`src/rtl/hazard_ctrl_if.sv`:
```
// Hazard controller bus: ID-stage instruction fields and pipeline status in,
// forwarding selects, stage hold/flush controls and the stall counter out.
interface hazard_ctrl_if #(
  parameter int REG_ADDR_W = 5,
  parameter int CNT_W      = 16
);
  logic                  id_valid;
  logic [REG_ADDR_W-1:0] id_rs1;
  logic [REG_ADDR_W-1:0] id_rs2;
  logic                  id_rs1_used;
  logic                  id_rs2_used;
  logic [REG_ADDR_W-1:0] id_rd;
  logic                  id_reg_write;
  logic                  id_mem_read;
  logic                  ex_redirect;
  logic                  mem_busy;
  logic [1:0]            rd1_ctr;
  logic [1:0]            rd2_ctr;
  logic                  pc_hold;
  logic                  if_id_hold;
  logic                  if_id_flush;
  logic                  id_ex_bubble;
  logic                  freeze;
  logic [CNT_W-1:0]      load_use_cnt;

  // Core side: presents the decoded instruction and pipeline status.
  modport master (
    output id_valid, id_rs1, id_rs2, id_rs1_used, id_rs2_used,
           id_rd, id_reg_write, id_mem_read, ex_redirect, mem_busy,
    input  rd1_ctr, rd2_ctr, pc_hold, if_id_hold, if_id_flush,
           id_ex_bubble, freeze, load_use_cnt
  );

  // Hazard controller side.
  modport slave (
    input  id_valid, id_rs1, id_rs2, id_rs1_used, id_rs2_used,
           id_rd, id_reg_write, id_mem_read, ex_redirect, mem_busy,
    output rd1_ctr, rd2_ctr, pc_hold, if_id_hold, if_id_flush,
           id_ex_bubble, freeze, load_use_cnt
  );
endinterface

```
`src/rtl/hazard_ctrl.sv`:
```
// Pipeline hazard controller for the 5-stage core. Shadows the EX/MEM/WB
// destination info to produce EX operand-forwarding selects, detects load-use
// hazards, and sequences stall / flush / freeze of the pipeline registers.
// Only the slot fields that feed a decision are stored: EX keeps its sources
// and load flag, MEM and WB only need to be recognised as producers.
module hazard_ctrl #(
  parameter int REG_ADDR_W = 5,
  parameter int CNT_W      = 16
) (
  input  logic         clk,
  input  logic         rst_n,
  hazard_ctrl_if.slave bus
);

  // p0 = EX slot, p1 = MEM slot, p2 = WB slot
  logic                  vld_p0, vld_p1, vld_p2;
  logic [REG_ADDR_W-1:0] rd_p0, rd_p1, rd_p2;
  logic                  rw_p0, rw_p1, rw_p2;
  logic                  mr_p0;
  logic [REG_ADDR_W-1:0] rs1_p0, rs2_p0;
  logic                  rs1_used_p0, rs2_used_p0;

  logic                  lu;
  logic                  lu_win;
  logic                  bubble;
  logic                  pc_hold, if_id_hold, if_id_flush, freeze;
  logic                  mem_wr, wb_wr;
  logic [CNT_W-1:0]      cnt;

  function automatic logic writer(input logic vld, input logic rw,
                                  input logic [REG_ADDR_W-1:0] rd);
    return vld & rw & (rd != '0);
  endfunction

  // Youngest producer wins: MEM result before WB result.
  function automatic logic [1:0] fwd_sel(input logic ex_vld, input logic src_used,
                                         input logic [REG_ADDR_W-1:0] src,
                                         input logic m_wr, input logic [REG_ADDR_W-1:0] m_rd,
                                         input logic w_wr, input logic [REG_ADDR_W-1:0] w_rd);
    if (ex_vld && src_used && m_wr && (m_rd == src)) return 2'b01;
    if (ex_vld && src_used && w_wr && (w_rd == src)) return 2'b10;
    return 2'b00;
  endfunction

  function automatic logic [CNT_W-1:0] sat_inc(input logic [CNT_W-1:0] c);
    return (&c) ? c : c + 1'b1;
  endfunction

  assign mem_wr = writer(vld_p1, rw_p1, rd_p1);
  assign wb_wr  = writer(vld_p2, rw_p2, rd_p2);

  // A load in MEM still selects 01: the MEM-stage mux puts load data on that path.
  assign bus.rd1_ctr = fwd_sel(vld_p0, rs1_used_p0, rs1_p0, mem_wr, rd_p1, wb_wr, rd_p2);
  assign bus.rd2_ctr = fwd_sel(vld_p0, rs2_used_p0, rs2_p0, mem_wr, rd_p1, wb_wr, rd_p2);

  assign lu = bus.id_valid & vld_p0 & mr_p0 & rw_p0 & (rd_p0 != '0) &
              ((bus.id_rs1_used & (bus.id_rs1 == rd_p0)) |
               (bus.id_rs2_used & (bus.id_rs2 == rd_p0)));

  // Prioritised stage control: freeze, then redirect (kills the ID instruction), then load-use.
  always_comb begin
    pc_hold     = 1'b0;
    if_id_hold  = 1'b0;
    if_id_flush = 1'b0;
    bubble      = 1'b0;
    freeze      = 1'b0;
    lu_win      = 1'b0;
    if (rst_n) begin
      if (bus.mem_busy) begin
        freeze     = 1'b1;
        pc_hold    = 1'b1;
        if_id_hold = 1'b1;
      end else if (bus.ex_redirect) begin
        if_id_flush = 1'b1;
        bubble      = 1'b1;
      end else if (lu) begin
        pc_hold    = 1'b1;
        if_id_hold = 1'b1;
        bubble     = 1'b1;
        lu_win     = 1'b1;
      end
    end
  end

  assign bus.pc_hold      = pc_hold;
  assign bus.if_id_hold   = if_id_hold;
  assign bus.if_id_flush  = if_id_flush;
  assign bus.id_ex_bubble = bubble;
  assign bus.freeze       = freeze;
  assign bus.load_use_cnt = cnt;

  // ID -> EX -> MEM -> WB slot valids; everything holds while memory is busy.
  always_ff @(posedge clk or negedge rst_n) begin
    if (!rst_n) begin
      vld_p0 <= 1'b0;
      vld_p1 <= 1'b0;
      vld_p2 <= 1'b0;
    end else if (!bus.mem_busy) begin
      vld_p2 <= vld_p1;
      vld_p1 <= vld_p0;
      vld_p0 <= bus.id_valid & ~bubble;
    end
  end

  // Slot payload follows the valids; it is only ever read qualified by vld_pN.
  always_ff @(posedge clk) begin
    if (!bus.mem_busy) begin
      rd_p2       <= rd_p1;
      rw_p2       <= rw_p1;
      rd_p1       <= rd_p0;
      rw_p1       <= rw_p0;
      rd_p0       <= bus.id_rd;
      rw_p0       <= bus.id_reg_write;
      mr_p0       <= bus.id_mem_read;
      rs1_p0      <= bus.id_rs1;
      rs2_p0      <= bus.id_rs2;
      rs1_used_p0 <= bus.id_rs1_used;
      rs2_used_p0 <= bus.id_rs2_used;
    end
  end

  // Count load-use bubbles actually inserted, saturating at all-ones.
  always_ff @(posedge clk or negedge rst_n) begin
    if (!rst_n) begin
      cnt <= '0;
    end else if (lu_win) begin
      cnt <= sat_inc(cnt);
    end
  end

endmodule

```
`src/flat_wrapper.sv`:
```
// flat-port wrapper written by rule: the top's interface ports become plain ports
module hazard_ctrl_flat 
#(
  parameter int REG_ADDR_W = 5,
  parameter int CNT_W      = 16
)
  (clk, rst_n, bus_id_valid, bus_id_rs1, bus_id_rs2, bus_id_rs1_used, bus_id_rs2_used, bus_id_rd, bus_id_reg_write, bus_id_mem_read, bus_ex_redirect, bus_mem_busy, bus_rd1_ctr, bus_rd2_ctr, bus_pc_hold, bus_if_id_hold, bus_if_id_flush, bus_id_ex_bubble, bus_freeze, bus_load_use_cnt);
  hazard_ctrl_if #(.REG_ADDR_W(REG_ADDR_W), .CNT_W(CNT_W)) bus_i ();
  input  logic clk;
  input  logic rst_n;
  input wire logic [$bits(bus_i.id_valid)-1:0] bus_id_valid;
  input wire logic [$bits(bus_i.id_rs1)-1:0] bus_id_rs1;
  input wire logic [$bits(bus_i.id_rs2)-1:0] bus_id_rs2;
  input wire logic [$bits(bus_i.id_rs1_used)-1:0] bus_id_rs1_used;
  input wire logic [$bits(bus_i.id_rs2_used)-1:0] bus_id_rs2_used;
  input wire logic [$bits(bus_i.id_rd)-1:0] bus_id_rd;
  input wire logic [$bits(bus_i.id_reg_write)-1:0] bus_id_reg_write;
  input wire logic [$bits(bus_i.id_mem_read)-1:0] bus_id_mem_read;
  input wire logic [$bits(bus_i.ex_redirect)-1:0] bus_ex_redirect;
  input wire logic [$bits(bus_i.mem_busy)-1:0] bus_mem_busy;
  output wire logic [$bits(bus_i.rd1_ctr)-1:0] bus_rd1_ctr;
  output wire logic [$bits(bus_i.rd2_ctr)-1:0] bus_rd2_ctr;
  output wire logic [$bits(bus_i.pc_hold)-1:0] bus_pc_hold;
  output wire logic [$bits(bus_i.if_id_hold)-1:0] bus_if_id_hold;
  output wire logic [$bits(bus_i.if_id_flush)-1:0] bus_if_id_flush;
  output wire logic [$bits(bus_i.id_ex_bubble)-1:0] bus_id_ex_bubble;
  output wire logic [$bits(bus_i.freeze)-1:0] bus_freeze;
  output wire logic [$bits(bus_i.load_use_cnt)-1:0] bus_load_use_cnt;
  assign bus_i.id_valid = bus_id_valid;
  assign bus_i.id_rs1 = bus_id_rs1;
  assign bus_i.id_rs2 = bus_id_rs2;
  assign bus_i.id_rs1_used = bus_id_rs1_used;
  assign bus_i.id_rs2_used = bus_id_rs2_used;
  assign bus_i.id_rd = bus_id_rd;
  assign bus_i.id_reg_write = bus_id_reg_write;
  assign bus_i.id_mem_read = bus_id_mem_read;
  assign bus_i.ex_redirect = bus_ex_redirect;
  assign bus_i.mem_busy = bus_mem_busy;
  assign bus_rd1_ctr = bus_i.rd1_ctr;
  assign bus_rd2_ctr = bus_i.rd2_ctr;
  assign bus_pc_hold = bus_i.pc_hold;
  assign bus_if_id_hold = bus_i.if_id_hold;
  assign bus_if_id_flush = bus_i.if_id_flush;
  assign bus_id_ex_bubble = bus_i.id_ex_bubble;
  assign bus_freeze = bus_i.freeze;
  assign bus_load_use_cnt = bus_i.load_use_cnt;
  hazard_ctrl #(.REG_ADDR_W(REG_ADDR_W), .CNT_W(CNT_W)) u_core (.clk(clk), .rst_n(rst_n), .bus(bus_i));
endmodule
```
`config.mk`:
```
export PLATFORM = sky130hd
export DESIGN_NAME = hazard_ctrl_flat
export DESIGN_NICKNAME = d
export VERILOG_FILES = /design/src/rtl/hazard_ctrl_if.sv /design/src/rtl/hazard_ctrl.sv /design/src/flat_wrapper.sv
export SDC_FILE = /design/constraint.sdc
export NUM_CORES = 1
export LEC_CHECK = 0
export ABC_AREA = 1
export BUFFER_PORTS_ARGS = -buffer_cell sky130_fd_sc_hd__buf_2
export CELL_PAD_IN_SITES_DETAIL_PLACEMENT = 1
export CELL_PAD_IN_SITES_GLOBAL_PLACEMENT = 2
export CORE_MARGIN = 2
export CORE_UTILIZATION = 36
export CTS_CLUSTER_DIAMETER = 50
export DETAILED_ROUTE_END_ITERATION = 16
export PLACE_DENSITY_LB_ADDON = 0.2
export RECOVER_POWER = 50
export SYNTH_ARGS = -nofsm -noshare
export SYNTH_HDL_FRONTEND = slang
export SYNTH_SLANG_ARGS = --single-unit
```
`constraint.sdc`:
```
create_clock -name clk -period 4.76 [get_ports clk]
set_input_delay 0.714 -clock clk [delete_from_list [all_inputs] [get_ports clk]]
set_output_delay 0.714 -clock clk [all_outputs]
set_load 0.03 [all_outputs]
```
==> results of run 1 <==
logic make-up after synthesis:
kind of cell / count (synthesis) / share of synthesized area, %
xor+xnor: 15 / 4.78
buf+inv: 64 / 9.70
flops: 50 / 51.2
compound gates: 25 / 6.51
simple gates: 163 / 27.4
fa+ha+maj: 1 / 0.455
sequential cells by signal, summed over array words and instances (netlist names), 5 cells and up:
register / count
u_core.rd_p0: 5
u_core.rs2_p0: 5
u_core.rs1_p0: 5
u_core.bus.load_use_cnt: 16
u_core.rd_p1: 5
u_core.rd_p2: 5
power groups by stage:
stage	Combinational, mW	Clock (mW)	Sequential, mW
2_1_floorplan	0.0526	0	0.512
3_3_place_gp	0.0805	0	0.519
5_1_grt	0.0902	0.282	0.515
6_report	0.0786	0.257	0.511
3_5_place_dp	0.0825	0	0.521
4_1_cts	0.0827	0.270	0.511
worst register-to-register path, stage by stage, from the launching register on:
cell	delay, ps
dfrtp_1	380
ha_1	190
nand2_1	120
nor3_2	310
nand4_2	510
nand2_1	270
inv_1	60
nand3_1	80
nand2_1	50
cells in the final DEF (no fill, tap or decap), types with 2 or more instances in the layout:
| cell type | Yosys | routed |
|---|---|---|
| nand2_1 | 80 | 80 |
| inv_1 | 57 | 57 |
| buf_2 | 0 | 34 |
| edfxtp_1 | 31 | 31 |
| nand3_1 | 28 | 28 |
| nor2_1 | 26 | 26 |
| dfrtp_1 | 19 | 19 |
| o21bai_1 | 16 | 16 |
| clkbuf_1 | 0 | 15 |
| xor2_1 | 8 | 8 |
| xnor2_1 | 7 | 7 |
| nor3_1 | 6 | 6 |
| nand2_2 | 6 | 6 |
| clkbuf_8 | 0 | 6 |
| o21ai_0 | 4 | 4 |
| or2_2 | 4 | 4 |
| nand4_1 | 3 | 3 |
| inv_2 | 3 | 3 |
| a221oi_1 | 2 | 2 |
| a21oi_1 | 2 | 2 |
| nor3_2 | 2 | 2 |
| nand3b_1 | 2 | 2 |
worst max path at each step:
stage / to / slack [ps] / cells past startpoint
after floorplan: bus_rd2_ctr[1] / 1910 / 5
after global routing: bus_if_id_flush / 1280 / 6
final: bus_if_id_flush / 1560 / 6
after global placement: bus_if_id_flush / 2080 / 6
after CTS: bus_if_id_flush / 2030 / 6
after detailed placement: bus_if_id_flush / 2040 / 6
through the flow:
stage                     util [%]  power, mW
final                         43.0      0.847
after global routing          43.0      0.888
after CTS                     43.3      0.864
after detailed placement      42.0      0.603
after global placement        42.0      0.599
after floorplan                  -      0.565
per-layer routing:
metal  global-route usage [%]  up-vias
li1                         -     1110
met4                     3.03        0
met5                        0        -
met1                     23.5      999
met3                     3.24        4
met2                     24.9       37
area by class of cell:
class                           instances  area share [%]
Sequential cell                        50            44.6
Multi-Input combinational cell        204            34.1
Timing Repair Buffer                   49            7.18
Inverter                               60            7.14
Tap cell                               99            3.93
Clock buffer                            6            2.62
Clock inverter                          2           0.397
==> flow_summary_export.csv, run 1 <==
group,metric,value,unit
status,status,"finished, violations left",
status,violations,"capacitance limit, slew limit",
clock_tree,cts_resized,0,
final_layout,area_growth,14.7,%
logic_synthesis,yosysTopAreaCellShare,33.9,%
global_route,grt_pass1_wl,10700,um
sta,final.min_clock_period,3200,ps
pwr,switchingPower,0.211,mW
detailed_routing,drt-pass1-iter-count,4,
logic_synthesis,yosysMostFrequentCell,"nand2_1",
worst_setup_path,cp.required,4050,ps
worst_setup_path,startpoint,"rst_n",
clock_tree,cts-buffers-inserted,5,
placement,hpwlAfterDp,4990,um
logic_synthesis,synth_edf_count,31,
sta,fin_tns_setup,0,ps
global_route,grtUsageTotal,16.1,%
detailed_routing,drtIter0Drc,116,
sta,holdWs,470,ps
final_layout,multiInputGateArea,0.00108,mm^2
worst_setup_path,critPathMaxStageDelay,880,ps
worst_setup_path,r2r-start,"u_core.bus.load_use_cnt[1]$_DFFE_PN0P_",
sta,hold_viol,0,
placement,place_inst,462,
hold_path,hold_end,"u_core.rw_p1$_DFFE_PN_",
worst_setup_path,cpMaxStageDelayCell,"clkbuf_1",
worst_setup_path,cp-start-kind,"primary input",
clock_tree,htreeDepth,2,
pwr,ir_drop,0.000146,V
worst_setup_path,crit_family,"buffers and inverters",
floorplanning,dieArea,0.00835,mm^2
clock_tree,clock_path_buffers,2,
final_layout,diodes,0,
pwr,pwr-share-clk,30.4,%
final_layout,layout-drive-gt1-share,16.7,%
placement,dpl_cell_area,0.00308,mm^2
pwr,power.internal,0.636,mW
logic_synthesis,synthTopCellsByCount,"80 x nand2_1, 57 x inv_1, 31 x edfxtp_1",
final_layout,seq_area,0.00141,mm^2
logic_synthesis,async_flop_share,38.0,%
sta,setup_viol,0,
placement,place_ws,2040,ps
worst_setup_path,end_kind,"primary output",
global_route,grt_overflow,0,
placement,port_buffers,48,
run,cap_violations,1,
final_layout,num-fill-cells,917,
placement,finalWeightedCongestion,0.768,
clock_tree,path_clk_slew,90,ps
sta,slew_violations,35,
clock_tree,cts.sinks,50,
sta,fin_crit_sh,67.3,%
final_layout,final_area,0.00315,mm^2
logic_synthesis,syn_area,0.00275,mm^2
detailed_routing,vias,2150,
logic_synthesis,synthTopCellsByArea,"edfxtp_1 34%, dfrtp_1 17%, nand2_1 11%, inv_1 7.8%, nand3_1 5.1%",
sta,worst_pin_slew,1780,ps
final_layout,instances_no_fill,470,
logic_synthesis,synth_largest_area_cell,"edfxtp_1",
detailed_routing,drc_errors,0,
hold_path,whs_path_depth,0,
logic_synthesis,synthCells,318,
worst_setup_path,path_max_fanout,21,
detailed_routing,wl_met1,3310,um
detailed_routing,wl_per_cell,13.5,um
worst_setup_path,worstPathCellList,"clkbuf_1, inv_1, nor2_1, inv_1, nor2_1, buf_2",
clock_tree,clock_latency,300,ps
clock_tree,ctsHoldBuffers,0,
hold_path,hp-start,"u_core.rw_p0$_DFFE_PN_",
pwr,combPwrFrac,9.3,%
worst_setup_path,regToRegSetupSlack,2680,ps
global_route,antenna_found_initial,0,
sta,slew_headroom,-18.6,%
clock_tree,cts_setup_buffers,0,
clock_tree,cts_root_buf,"clkbuf_8",
worst_setup_path,worst-path-buf-inv,4,
detailed_routing,ant_nets,0,
final_layout,layout.nets,395,
detailed_routing,wl_met3,208,um
floorplanning,initial_core_util,37.5,%
logic_synthesis,synth_seq_cells,50,
logic_synthesis,synth_flop_cell,"edfxtp_1",
floorplanning,rows,31,
global_route,grt_max_degree,35,
logic_synthesis,yosys_warnings,0,
sta,clock.fmax,312,MHz
pwr,power_frac_seq,60.3,%
clock_tree,cts_tree,"yes",
logic_synthesis,synth.distinct_cells,29,
logic_synthesis,syn_nets,343,
logic_synthesis,ys_seq_area_share,51.2,%
worst_setup_path,crit_arrival,2490,ps
detailed_routing,wl_met2,2800,um
detailed_routing,viasPerCell,4.57,
detailed_routing,wl,6360,um
floorplanning,io_pins,49,
global_route,grt_pass1_vias,2197,
worst_setup_path,reg2reg_depth,8,
floorplanning,core,0.00733,mm^2
detailed_routing,highest_layer,"met4",
worst_setup_path,critPathKind,"in -> out",
pwr,leakagePower,1.54,nW
logic_synthesis,avgSynthCellArea,8.64,um^2
pwr,swShare,24.9,%
floorplanning,die_h,91.4,um
sta,final.setup_skew,4.43,ps
hold_path,hp-class,"reg -> reg",
worst_setup_path,r2r-end,"u_core.bus.load_use_cnt[13]$_DFFE_PN0P_",
pwr,power.density,269,mW/mm^2
sta,rsz0062_at_grt,"no",
sta,timing.final.ws_setup,1560,ps
floorplanning,die_x,91.4,um
No activity file was read; power rests on OpenSTA's default activity.
==> run 2: changes to the inputs <==
- CORE_UTILIZATION: 36 -> 30
- clock period: 4.76 -> 2.66 ns (I/O delays scaled with it)
==> flow_summary_export.csv, run 2 (synthesized netlist as in run 1, its figures left out) <==
group,metric,value,unit
status,status,"finished, violations left",
status,violations,"capacitance limit, slew limit",
global_route,grt_pass1_vias,2305,
worst_setup_path,worstPathCellList,"xor2_1, nor2_1, nand3_1, nor4_1, buf_2",
worst_setup_path,r2r-start,"u_core.bus.load_use_cnt[1]$_DFFE_PN0P_",
clock_tree,clock_path_buffers,2,
sta,fin_tns_setup,0,ps
worst_setup_path,crit_family,"simple AND/OR/NAND/NOR gates",
pwr,leakagePower,1.55,nW
final_layout,layout-drive-gt1-share,17.2,%
sta,rsz0062_at_grt,"no",
clock_tree,htreeDepth,2,
sta,hold_viol,0,
placement,port_buffers,48,
pwr,ir_drop,0.000209,V
detailed_routing,ant_nets,0,
detailed_routing,wl_per_cell,14.1,um
sta,setup_viol,0,
worst_setup_path,end_kind,"primary output",
final_layout,layout.nets,396,
clock_tree,cts_resized,0,
floorplanning,dieArea,0.00995,mm^2
floorplanning,core,0.00881,mm^2
detailed_routing,viasPerCell,4.53,
global_route,grtUsageMet3,2.81,%
final_layout,largest_reg_flops,16,
final_layout,diodes,0,
global_route,grt_max_degree,35,
hold_path,hp-class,"in -> async",
final_layout,num-fill-cells,1086,
sta,fin_crit_sh,83.6,%
global_route,top_usage_layer,"met2",
clock_tree,cts_setup_buffers,0,
sta,final.min_clock_period,2220,ps
clock_tree,clock_latency,320,ps
sta,final.setup_skew,6.93,ps
global_route,grt_overflow,0,
sta,clock.fmax,450,MHz
clock_tree,path_clk_slew,110,ps
clock_tree,cts_tree,"yes",
final_layout,area_growth,15.5,%
floorplanning,initial_core_util,31.2,%
detailed_routing,drtIter0Drc,90,
worst_setup_path,cp.required,2260,ps
sta,worst_pin_slew,1770,ps
detailed_routing,vias,2173,
floorplanning,rows,34,
placement,hpwlAfterDp,5250,um
worst_setup_path,crit_arrival,1820,ps
detailed_routing,drt-pass1-iter-count,4,
pwr,power.density,490,mW/mm^2
worst_setup_path,path_max_fanout,4,
worst_setup_path,worst-path-buf-inv,1,
floorplanning,die_x,99.7,um
sta,slew_headroom,-18.2,%
pwr,power.total,1.56,mW
global_route,grt_use_met2,22.1,%
clock_tree,cts.sinks,50,
global_route,grtUsageTotal,14.8,%
floorplanning,die_h,99.7,um
detailed_routing,drc_errors,0,
worst_setup_path,cp-start-kind,"flop",
final_layout,final_cell_mix,"80 x nand2_1, 57 x inv_1, 34 x buf_2",
detailed_routing,wl,6760,um
sta,slew_violations,35,
worst_setup_path,critPathKind,"reg -> out",
clock_tree,cts_root_buf,"clkbuf_8",
worst_setup_path,startpoint,"u_core.rd_p1[4]$_DFFE_PN_",
placement,finalWeightedCongestion,0.759,
global_route,antenna_found_initial,0,
sta,holdWs,213,ps
global_route,use_met1,21.9,%
clock_tree,cts-buffers-inserted,5,
floorplanning,io_pins,49,
clock_tree,ctsHoldBuffers,0,
global_route,grt_pass1_wl,11500,um
worst_setup_path,critPathMaxStageDelay,500,ps
worst_setup_path,cpMaxStageDelayCell,"edfxtp_1",
final_layout,final_common_cell,"nand2_1",
run,cap_violations,1,
## run 2: cell types whose count changed in the layout (fill, tap and decap cells not counted)
cell / delta
buf_4: +1
clkbuf_8: -1
clkinv_1: -1
inv_6: +1
inv_8: +1
## run 2: path summary, 6_finish.rpt
kind	end	slack, ps	cells after the start
min in group clk	u_core.rd_p0[1]$_DFFE_PN_	260	1
worst min-delay path	u_core.bus.load_use_cnt[6]$_DFFE_PN0P_	210	2
worst max-delay path	bus_rd2_ctr[0]	440	5
max in group asynchronous	u_core.vld_p0$_DFFE_PN0N_	2220	2
worst max register to register	u_core.bus.load_use_cnt[4]$_DFFE_PN0P_	680	8
worst min register to register	u_core.rw_p1$_DFFE_PN_	470	0
## run 2: area by class of cell
type / count / area, um^2 / area share (%)
inverter: 60 / 225 / 7.10
tap: 108 / 135 / 4.26
clock buffer: 5 / 68.8 / 2.17
multi-input combinational: 204 / 1080 / 33.9
clock inverter: 3 / 28.8 / 0.907
sequential: 50 / 1410 / 44.3
timing repair buffer: 50 / 234 / 7.37
## run 2: per-layer routing
layer	vias up	routed length (um)
met4	0	82
met5	-	0
met2	35	2840
met1	1018	3630
met3	6	207
li1	1114	-
## run 2: per-stage QoR
stage	utilization (%)	cell area (um^2)	std cells	worst slack [ps]
after floorplan	-	2750	318	130
after global placement	35.2	3100	472	754
after detailed placement	35.2	3100	472	647
after CTS	36.3	3200	480	414
after global routing	36.0	3170	480	210
final	36.0	3170	480	437
## run 2: worst register-to-register path, delay by kind of cell (launching register included)
kind,cells,cell delay [ps]
adder cells (fa/ha/maj),1,190
buffers and inverters,1,60
flip-flops,1,400
AND/OR/NAND/NOR,6,1240
## run 2: power by group
| group | leakage, nW | switching, mW | internal [mW] | total (mW) |
|---|---|---|---|---|
| Clock | 0.0506 | 0.301 | 0.198 | 0.498 |
| Sequential | 0.481 | 0.0388 | 0.875 | 0.914 |
| Combinational | 1.02 | 0.0896 | 0.0542 | 0.144 |
